[config.mk]
export PLATFORM = sky130hd
export DESIGN_NAME = ds_avg_sequencer
export DESIGN_NICKNAME = d
export VERILOG_FILES = /design/src/rtl/ds_pkg.sv /design/src/rtl/ds_line_counter.sv /design/src/rtl/ds_avg_sequencer.sv
export SDC_FILE = /design/constraint.sdc
export NUM_CORES = 1
export LEC_CHECK = 0
export ABC_AREA = 1
export BUFFER_PORTS_ARGS = -buffer_cell sky130_fd_sc_hd__buf_2
export CORE_MARGIN = 1.5
export CORE_UTILIZATION = 35
export DETAILED_ROUTE_END_ITERATION = 7
export MAX_ROUTING_LAYER = met4
export PLACE_DENSITY = 0.67
export SLEW_MARGIN = 30
export SYNTH_ARGS = -nofsm -noshare
export SYNTH_HDL_FRONTEND = slang
export SYNTH_SLANG_ARGS = --single-unit
[constraint.sdc]
create_clock -name clk -period 4.6 [get_ports clk]
set_clock_uncertainty 0.1 [all_clocks]
set_input_delay 0.92 -clock clk [delete_from_list [all_inputs] [get_ports clk]]
set_output_delay 0.92 -clock clk [all_outputs]
set_load 0.1 [all_outputs]
[src/rtl/ds_pkg.sv]
// ds_pkg: shared definitions for the 2x2 down-sample average sequencer.
//   - ALU opcode constants driven on alu_control
//   - sequencer state encoding
//   - number of pixel taps per average
package ds_pkg;

  localparam logic [3:0] ALU_ADD     = 4'd0;
  localparam logic [3:0] ALU_SUB     = 4'd1;
  localparam logic [3:0] ALU_MUL     = 4'd2;
  localparam logic [3:0] ALU_DIV     = 4'd3;
  localparam logic [3:0] ALU_AND     = 4'd4;
  localparam logic [3:0] ALU_OR      = 4'd5;
  localparam logic [3:0] ALU_NOT     = 4'd6;
  localparam logic [3:0] ALU_INC     = 4'd7;
  localparam logic [3:0] ALU_DEC     = 4'd8;
  localparam logic [3:0] ALU_LSHIFT8 = 4'd9;
  localparam logic [3:0] ALU_ATOC    = 4'd10;
  localparam logic [3:0] ALU_BTOC    = 4'd11;

  localparam int unsigned DS_TAPS = 4;

  typedef enum logic [1:0] {
    ST_IDLE = 2'd0,
    ST_ACC  = 2'd1,
    ST_DIV  = 2'd2,
    ST_OUT  = 2'd3
  } ds_state_e;

endpackage

[src/rtl/ds_line_counter.sv]
// ds_line_counter: wrapping output counter for line boundaries.
//   clk, rst_n : clock, async active-low reset
//   clr_i      : synchronous clear (start of a new frame)
//   inc_i      : count one output; wraps to 0 after LINE_LEN-1
//   last_o     : current count is the last position of a line
module ds_line_counter #(
  parameter int unsigned LINE_LEN = 320,
  parameter int unsigned CNT_W    = 9
) (
  input  logic clk,
  input  logic rst_n,
  input  logic clr_i,
  input  logic inc_i,
  output logic last_o
);

  logic [CNT_W-1:0] cnt_q;

  assign last_o = (cnt_q == CNT_W'(LINE_LEN - 1));

  always_ff @(posedge clk or negedge rst_n) begin
    if (!rst_n) begin
      cnt_q <= '0;
    end else if (clr_i) begin
      cnt_q <= '0;
    end else if (inc_i) begin
      cnt_q <= last_o ? '0 : cnt_q + CNT_W'(1);
    end
  end

endmodule

[src/rtl/ds_avg_sequencer.sv]
// ds_avg_sequencer: drives a shared combinational ALU to average every four
// pixel words (load, 3x add, divide-by-4) and emits one result per group.
//   flush                         : sync abort, clears partial sums and line count
//   in_valid/in_ready/in_data     : pixel input stream
//   out_valid/out_ready/out_data  : average output stream, out_last ends a line
//   alu_control/alu_a/alu_b       : ALU drive, alu_c is its same-cycle result
module ds_avg_sequencer
  import ds_pkg::*;
#(
  parameter int unsigned WIDTH    = 16,
  parameter int unsigned LINE_LEN = 320,
  parameter int unsigned LCNT_W   = 9
) (
  input  logic             clk,
  input  logic             rst_n,
  input  logic             flush,
  input  logic             in_valid,
  output logic             in_ready,
  input  logic [WIDTH-1:0] in_data,
  output logic             out_valid,
  input  logic             out_ready,
  output logic [WIDTH-1:0] out_data,
  output logic             out_last,
  output logic [3:0]       alu_control,
  output logic [WIDTH-1:0] alu_a,
  output logic [WIDTH-1:0] alu_b,
  input  logic [WIDTH-1:0] alu_c
);

  localparam int unsigned         TAP_W    = $clog2(DS_TAPS);
  localparam logic [TAP_W-1:0]    TAP_LAST = TAP_W'(DS_TAPS - 1);

  ds_state_e        state_q;
  logic [WIDTH-1:0] acc_q;
  logic [WIDTH-1:0] res_q;
  logic [TAP_W-1:0] tap_cnt_q;
  logic             in_ready_q;
  logic             out_valid_q;
  logic             out_last_q;

  logic             hs;
  logic             line_inc;
  logic             line_last;

  // flush wins over a same-cycle handshake, so the word is not taken.
  assign hs       = in_valid & in_ready_q & ~flush;
  assign line_inc = (state_q == ST_OUT) & out_ready & ~flush;

  assign in_ready  = in_ready_q;
  assign out_valid = out_valid_q;
  assign out_data  = res_q;
  assign out_last  = out_last_q;

  ds_line_counter #(
    .LINE_LEN (LINE_LEN),
    .CNT_W    (LCNT_W)
  ) u_line_counter (
    .clk    (clk),
    .rst_n  (rst_n),
    .clr_i  (flush),
    .inc_i  (line_inc),
    .last_o (line_last)
  );

  // ALU drive is combinational because the result is captured in the same
  // cycle as the handshake; idle cycles park it on AtoC.
  always_comb begin
    alu_control = ALU_ATOC;
    alu_a       = acc_q;
    alu_b       = '0;
    unique case (state_q)
      ST_IDLE: if (hs) begin
        alu_control = ALU_BTOC;
        alu_b       = in_data;
      end
      ST_ACC: if (hs) begin
        alu_control = ALU_ADD;
        alu_b       = in_data;
      end
      ST_DIV:  alu_control = ALU_DIV;
      default: ;
    endcase
  end

  always_ff @(posedge clk or negedge rst_n) begin
    if (!rst_n) begin
      state_q     <= ST_IDLE;
      acc_q       <= '0;
      res_q       <= '0;
      tap_cnt_q   <= '0;
      in_ready_q  <= 1'b0;
      out_valid_q <= 1'b0;
      out_last_q  <= 1'b0;
    end else if (flush) begin
      state_q     <= ST_IDLE;
      acc_q       <= '0;
      tap_cnt_q   <= '0;
      in_ready_q  <= 1'b1;
      out_valid_q <= 1'b0;
      out_last_q  <= 1'b0;
    end else begin
      unique case (state_q)
        ST_IDLE: begin
          in_ready_q <= 1'b1;
          if (hs) begin
            acc_q     <= alu_c;
            tap_cnt_q <= TAP_W'(1);
            state_q   <= ST_ACC;
          end
        end
        ST_ACC: begin
          if (hs) begin
            acc_q     <= alu_c;
            tap_cnt_q <= tap_cnt_q + TAP_W'(1);
            if (tap_cnt_q == TAP_LAST) begin
              state_q    <= ST_DIV;
              in_ready_q <= 1'b0;
            end
          end
        end
        ST_DIV: begin
          res_q       <= alu_c;
          out_valid_q <= 1'b1;
          out_last_q  <= line_last;
          state_q     <= ST_OUT;
        end
        ST_OUT: begin
          if (out_ready) begin
            out_valid_q <= 1'b0;
            out_last_q  <= 1'b0;
            in_ready_q  <= 1'b1;
            state_q     <= ST_IDLE;
          end
        end
        default: state_q <= ST_IDLE;
      endcase
    end
  end

endmodule

Word-level counts from Yosys, hierarchy flattened
Index checks and enable logic that the tools add are counted.
Widths: inputs -> output; s select.
{ "totals": {"n_memories": 0, "register_bits": 48, "input_bits": 37, "ramBits": 0, "out_inout_bits": 55, "latch_bits": 0, "wordCells": 68, "mem_bits_ro": 0} }
{ "classes": {"n_lt_le_gt_ge": 0, "reduce_logical": 14, "eq_ne": 9, "bitwise_logic": 5, "mul": 0, "div_mod_pow": 0, "n_mux": 30, "shift": 0, "add_sub_neg": 2} }
{ "op_table": {"columns": ["cell", "n"], "rows": [
  ["$mux 16", 5],
  ["$mux 9", 3],
  ["$mux 2", 7],
  ["$ne 3x3->1 const B", 4],
  ["$pmux 4 s3", 1],
  ["$add 9x1->9 const B", 1],
  ["$eq 9x9->1 const B", 1],
  ["$mux 1", 8],
  ["$pmux 2 s4", 1],
  ["$reduce_and 4->1", 2],
  ["$eq 2x2->1 const B", 3],
  ["$reduce_and 2->1", 3],
  ["$reduce_bool 2->1", 3],
  ["$reduce_bool 3->1", 2],
  ["$and 1x1->1", 4],
  ["$mux 4", 1],
  ["$pmux 1 s2", 2],
  ["$pmux 2 s2", 1],
  ["$reduce_bool 4->1", 1],
  ["$pmux 1 s3", 1],
  ["$reduce_and 3->1", 1],
  ["$add 2x1->2 const B", 1],
  ["$eq 2x1->1 const B", 1],
  ["$logic_not 2->1", 1],
  ["2 further kinds", 2]
]} }

Longest topological paths before layout
Gate-level depths: netlist of the first run.
{ "logic_depth": {"ltp_word": 5, "mapped_depth": 8} }

Modules after synthesis
A second synthesis of the first run with hierarchy kept.
{ "hier_totals": {"hier_cells": 307, "hier_area_um2": 2547.4} }
{ "modules_own_cells": {"columns": ["mod", "cells_per_inst", "n_inst", "area_per_inst_um2", "seq_area_each_um2"], "rows": [
  ["ds_avg_sequencer", 234, 1, 2004.4, 975.9],
  ["ds_line_counter", 73, 1, 543.0, 225.2]
]} }

Least setup slack after synthesis of the first run
Ideal clock, no wire load.
{ "synth_path": {"path_kind": "register to output", "from": "register in_ready_q (netlist: in_ready)", "to": "output alu_b[10]", "required_time_ns": 3.580, "t_arrival_ns": 2.837, "stages_incl_launch_ff": 6, "setup_slack_ns": 0.743, "path_cell_list": "dfrtp_1 nand2_2 nor2_2 nand2_2 buf_2 nor2_1"} }
{ "synth_between": {"elab_chain_cells": 4} }
{ "synth_lines": {"columns": ["element", "line_no", "rtl"], "rows": [
  ["from (decl)", "ds_avg_sequencer.sv:37", "logic in_ready_q;"],
  ["from (signal assigned)", "ds_avg_sequencer.sv:91", "in_ready_q <= 1'b0;"],
  ["from (signal assigned)", "ds_avg_sequencer.sv:98", "in_ready_q <= 1'b1;"],
  ["from (signal assigned)", "ds_avg_sequencer.sv:104", "in_ready_q <= 1'b1;"],
  ["$and 1x1->1 (2 in series)", "ds_avg_sequencer.sv:46", "assign hs = in_valid & in_ready_q & ~flush;"],
  ["$mux 16", "ds_avg_sequencer.sv:72, ds_avg_sequencer.sv:76", null],
  ["$mux 16", null, null],
  ["to (decl)", "ds_avg_sequencer.sv:26", "output logic [WIDTH-1:0] alu_b,"]
]} }
No other way between the ends.

Worst setup path in the final report of the first run
{ "layout_path": {"from": "register state_q[0]", "to": "output alu_b[5]"} }
{ "layout_between": {"elab_chain_cells": 3, "elab_cells_between_ends": 4} }
{ "layout_lines": {"columns": ["element", "line_no", "rtl"], "rows": [
  ["from (decl)", "ds_avg_sequencer.sv:33", "ds_state_e state_q;"],
  ["from (signal assigned)", "ds_avg_sequencer.sv:87", "state_q <= ST_IDLE;"],
  ["from (signal assigned)", "ds_avg_sequencer.sv:95", "state_q <= ST_IDLE;"],
  ["from (signal assigned)", "ds_avg_sequencer.sv:108", "state_q <= ST_ACC;"],
  ["$eq 2x1->1 / $logic_not 2->1 (equally long branches)", "ds_avg_sequencer.sv:71", "unique case (state_q)"],
  ["$reduce_or 2->1 (no line) (*)", null, null],
  ["$mux 16 (*)", null, null]
]} }
Mark *: on every way between the ends. The rest lies on a longest branch, timed or not.

==> results of run 1 <==
## cell usage in the layout, fill, tap and decap left out
master,count
buf_4,1
nor2_4,2
conb_1,1
o22ai_1,1
clkbuf_8,5
nand2_1,48
xor2_1,3
o21bai_1,2
nor3_1,1
inv_6,1
nand2_8,1
nand2_2,4
nand3_1,11
inv_1,49
o21ai_0,33
nand3_2,2
dfrtp_1,48
nor2_1,31
inv_8,1
o21ai_4,1
ha_1,7
a21oi_1,15
buf_2,90
nor2_2,5
clkinvlp_4,1
nand4_1,4
o21ai_1,11
bufinv_16,1
## metal layers
metal | wire [um] | vias to the layer above | global-route usage [%]
met5 | 0 | - | -
met4 | 38 | 0 | 3.519
met3 | 223 | 5 | 3.333
met2 | 2358 | 48 | 23.08
met1 | 2515 | 948 | 19.81
li1 | - | 1085 | -
## kinds of logic after synthesis
kind of cell / synth area share, %
AO/OA/AOI/OAI: 13.62
XOR/XNOR: 1.075
adder cells (fa/ha/maj): 3.584
buffers and inverters: 11.93
flip-flops: 49.16
other: 0.1535
AND/OR/NAND/NOR: 20.48
## layout make-up
| cell class | count | share of cell area, % |
|---|---|---|
| multi-input cells | 183 | 31.48 |
| clock inverters | 3 | 1.533 |
| well taps | 80 | 3.314 |
| flip-flops and latches | 48 | 39.77 |
| clock buffers | 5 | 2.278 |
| inverters | 50 | 6.462 |
| repair buffers | 91 | 15.16 |
## how the worst max path moves through the flow
stage | from | to | slack [ns] | cells after the start
2_1_floorplan | in_ready | alu_b[10] | 0.74 | 5
3_3_place_gp | flush | alu_b[2] | 1.59 | 5
3_5_place_dp | flush | alu_b[5] | 1.51 | 5
4_1_cts | state_q[0] | alu_b[5] | 1.48 | 7
5_1_grt | state_q[0] | alu_b[8] | 1.30 | 7
6_report | state_q[0] | alu_b[5] | 1.49 | 7
## registers in the layout (all words and copies together) (netlist names)
register,flops
alu_a,16
in_ready,1
out_data,16
out_last,1
out_valid,1
state_q,2
tap_cnt_q,2
u_line_counter.cnt_q,9
## through the flow
| step | area (um2) | util [%] | setup slack, ns | hold WS (ns) | instances |
|---|---|---|---|---|---|
| global placement | 2905 | 43.00 | 1.587 | 0.3490 | 452 |
| detailed placement | 2905 | 43.00 | 1.513 | 0.3542 | 452 |
| floorplan | 2444 | - | 0.7428 | 0.3732 | 293 |
| global route | 3020 | 44.70 | 1.302 | 0.4129 | 460 |
| finish | 3020 | 44.70 | 1.495 | 0.3761 | 460 |
| CTS | 3020 | 44.70 | 1.483 | 0.3795 | 460 |
## cells in the mapped netlist
cell type   n
o21ai_1    11
o21bai_1    2
ha_1        7
o21ai_4     1
nand3_2     2
buf_6       3
nor2_2      5
buf_4       1
nand2_8     1
nor2_4      2
nand2_2     4
buf_2       6
nand3_1    11
nand2_1    48
xor2_1      3
buf_12      1
a21oi_1    15
conb_1      1
inv_1      49
nand4_1     4
o21ai_0    33
o22ai_1     1
clkbuf_2    1
nor2_1     31
nor3_1      1
inv_8       1
dfrtp_1    48
## worst max-delay path, cell delays in order, from the launching register on
cell and delay, ns:
dfrtp_1 0.44, inv_1 0.14, ha_1 0.23, inv_1 0.09, nand2_1 0.10, nand2_2 0.20, nor2_1 0.15, buf_2 0.44
==> flow_summary.yaml, run 1 <==
outcome:
  status: "finished clean"
timing:
  worst_slew_pin_slew_ns: 0.8589
  max-slew-margin-rel_pct: 42.68
  hold_violations: 0
  finalCriticalPeriod_ns: 3.105
  grt_setup_unrepaired: "no"
  tns_ns: 0
  fmax_mhz: 322.0
  setup_viol: 0
  final_max_slew_viol_count: 0
  post-route-period-util_pct: 67.51
worst_hold_path:
  min-delay-start: "out_valid"
  whs_endpoint: "out_valid"
  hp-class: "reg2reg"
  holdPathStages: 2
place:
  port_buffers: 90
  place_hpwl_um: 3679
  gp_congestion: 0.8420
floorplanning:
  die_h_um: 86.56
  io_pins: 92
  die_w_um: 86.56
  dieArea_mm2: 0.007492
  core-area_mm2: 0.006756
  start_util_pct: 36.17
  row_count: 30
worst_setup_path:
  r2r_cells: 6
  crit_arrival_ns: 2.09
  worstPathMaxFanout: 17
  r2r_start: "state_q[0]"
  start_kind: "flip-flop"
  cp.required_ns: 3.58
  critical_path_class: "reg2out"
  timing.rr.end: "out_data[13]"
  r2r_slack_ns: 2.62
  end_kind: "primary output"
logic_synthesis:
  synth_nets: 337
  synthDistinctLibCells: 27
  ys_seq_area_share_pct: 49.16
  yosysTopAreaCellShare_pct: 49.16
  ys_warn_count: 0
  yosys-top-cells-area: "dfrtp_1 49%, inv_1 7.5%, nand2_1 7.4%"
  syn_inst: 293
  netlist_area_mm2: 0.002444
  syn_avg_cell_area_um2: 8.340
  synth_top_cell_by_area: "dfrtp_1"
  synth-seq-cells: 48
global_route:
  grt_overflow: 0
  antenna_found_initial: 0
  grt_max_degree: 49
  track_usage_pct: 14.83
  grt_pass1_vias: 1924
  grt_pass1_wl_um: 8618
routing:
  viasPerCell: 4.535
  vias: 2086
  firstDrtPassIters: 4
  wl_per_cell_um: 11.16
  drc_errors: 0
  wl_um: 5135
  drt-initial-drc-count: 100
  ant_nets: 0
cells_and_area:
  fillCellCount: 680
  multiInputGateArea_um2: 950.9
  regArea_mm2: 0.001201
  drive_gt1_share_pct: 30.26
  final_nets: 423
  area_growth_pct: 23.60
  num_antenna_cells: 0
clock_network:
  hold_buffers: 0
  cts_made_buffers: 5
  insertion_delay_ns: 0.30
  cts_sinks: 48
  cts_tree: "built"
  cts-root-buf: "clkbuf_8"
  post-cts-setup-buffer-count: 0
  clk_pin_slew_ns: 0.09
  cts.path.max_buffers: 2
  cts_resized: 0
  htree_levels: 2
job:
  maxCapViolations: 0
Power of run 1 is left out: the tool's default activity adds up to more than one toggle a clock period on the data nets, which glitch-free logic cannot reach.
==> inputs of run 2 (changes only) <==
PLACE_DENSITY = 0.7   (was 0.67)
clock period = 2.85 ns   (was 4.6 ns; I/O delays follow)
==> run 2 against run 1 <==
Effect of this change: non-clock buffer count up 1; first-iteration DRC count increased by 19%; cell area increased by 3.1%; via count increased by 0.91%; core utilization increased by 1.4 points; worst hold slack worse by 0.29 ns; final cell count up 0.22%; critical path depth is the same.
==> flow_summary.yaml, run 2 (synthesis gave the netlist of run 1 again) <==
outcome:
  status: "finished clean"
worst_setup_path:
  start_kind: "flip-flop"
  r2r_start: "state_q[1]"
  end_kind: "primary output"
  cp.required_ns: 2.18
  crit_arrival_ns: 1.97
  cp-startpoint: "state_q[1]"
  critical_path_class: "reg2out"
  r2r_slack_ns: 0.88
  worstPathMaxFanout: 17
timing:
  max-slew-margin-rel_pct: 53.19
  finalCriticalPeriod_ns: 2.642
  fmax_mhz: 378.6
  setup_viol: 0
  worst_slew_pin_slew_ns: 0.7005
  hold-worst-slack_ns: 0.08135
  tns_ns: 0
  final_max_slew_viol_count: 0
  grt_setup_unrepaired: "no"
  post-route-period-util_pct: 92.69
  hold_violations: 0
routing:
  wl_per_cell_um: 11.76
  drt-met1-wl_um: 2608
  met3_length_um: 195
  drt-initial-drc-count: 119
  drc_errors: 0
  viasPerCell: 4.566
  firstDrtPassIters: 4
  wl_met2_um: 2595
  ant_nets: 0
  topRoutingLayerUsed: "met4"
  wl_um: 5423
  vias: 2105
cells_and_area:
  num_antenna_cells: 0
  design_area_mm2: 0.003114
  drive_gt1_share_pct: 35.17
  final_cell_mix: "74 x buf_2, 49 x inv_1, 48 x nand2_1"
  area_growth_pct: 27.45
  mostFrequentLayoutCell: "buf_2"
  final_nets: 424
global_route:
  track_usage_pct: 15.70
  grt_overflow: 0
  grt_pass1_vias: 2048
  grt_pass1_wl_um: 9177
  antenna_found_initial: 0
  grt_max_degree: 35
floorplanning:
  die_w_um: 86.56
  io_pins: 92
  die_h_um: 86.56
  row_count: 30
  core-area_mm2: 0.006756
  start_util_pct: 36.17
  dieArea_mm2: 0.007492
clock_network:
  post-cts-setup-buffer-count: 0
  hold_buffers: 0
  cts-root-buf: "clkbuf_8"
  insertion_delay_ns: 0.29
  cts_tree: "built"
  htree_levels: 2
  clk_pin_slew_ns: 0.09
  cts_sinks: 48
  cts.path.max_buffers: 2
  cts_made_buffers: 5
place:
  place_hpwl_um: 3826
  gp_congestion: 0.8657
  port_buffers: 90
  dpl-instance-area_mm2: 0.002958
job:
  maxCapViolations: 0
worst_hold_path:
  hp-class: "in2async"
[run 2: cell types whose count changed in the layout (fill, tap and decap cells not counted), moves of 16 or more]
cell	change
buf_2	-16
nor2_2	+16
buf_4	+17
nor2_1	-16
[run 2: path summary, 6_finish.rpt]
path,cells after the start,endpoint
min in group clk,2,out_valid
hold / removal,1,u_line_counter.cnt_q[5]
setup / recovery,7,alu_b[14]
max in group asynchronous,2,u_line_counter.cnt_q[1]
setup reg to reg,6,alu_a[7]
hold reg to reg,2,out_valid
[run 2: stage by stage]
stage	std cells	util, %	setup WS [ns]
4_1_cts	461	46.02	0.1049
2_1_floorplan	293	-	0.02528
6_report	461	46.09	0.2084
3_3_place_gp	453	43.78	0.3797
3_5_place_dp	453	43.78	0.3287
5_1_grt	461	46.09	0.03850
[run 2: what timing repair did]
action,4_1_cts,5_1_grt
pin swaps,0,0
setup endpoints to repair,16,16
gates cloned,0,0
resized for setup,16,1
[run 2: critical path: stages, from the launching register on]
cell	delay, ns
dfrtp_1	0.42
inv_1	0.17
ha_1	0.23
inv_1	0.08
nand2_1	0.13
nand2_4	0.19
nor2_2	0.15
buf_4	0.30
[run 2: layout make-up]
class | count | area, um2
flip-flops and latches | 48 | 1202
repair buffers | 92 | 505.5
well taps | 80 | 100.1
clock inverters | 3 | 42.54
fillers | 669 | 3642
clock buffers | 5 | 68.82
multi-input cells | 183 | 999.7
inverters | 50 | 195.2
[run 2: per-layer routing]
metal / up-vias / track usage [%]
li1: 1089 / -
met3: 4 / 2.952
met5: - / -
met4: 0 / 2.933
met2: 42 / 25.28
met1: 970 / 20.97
Power of run 2 is left out for the same reason.
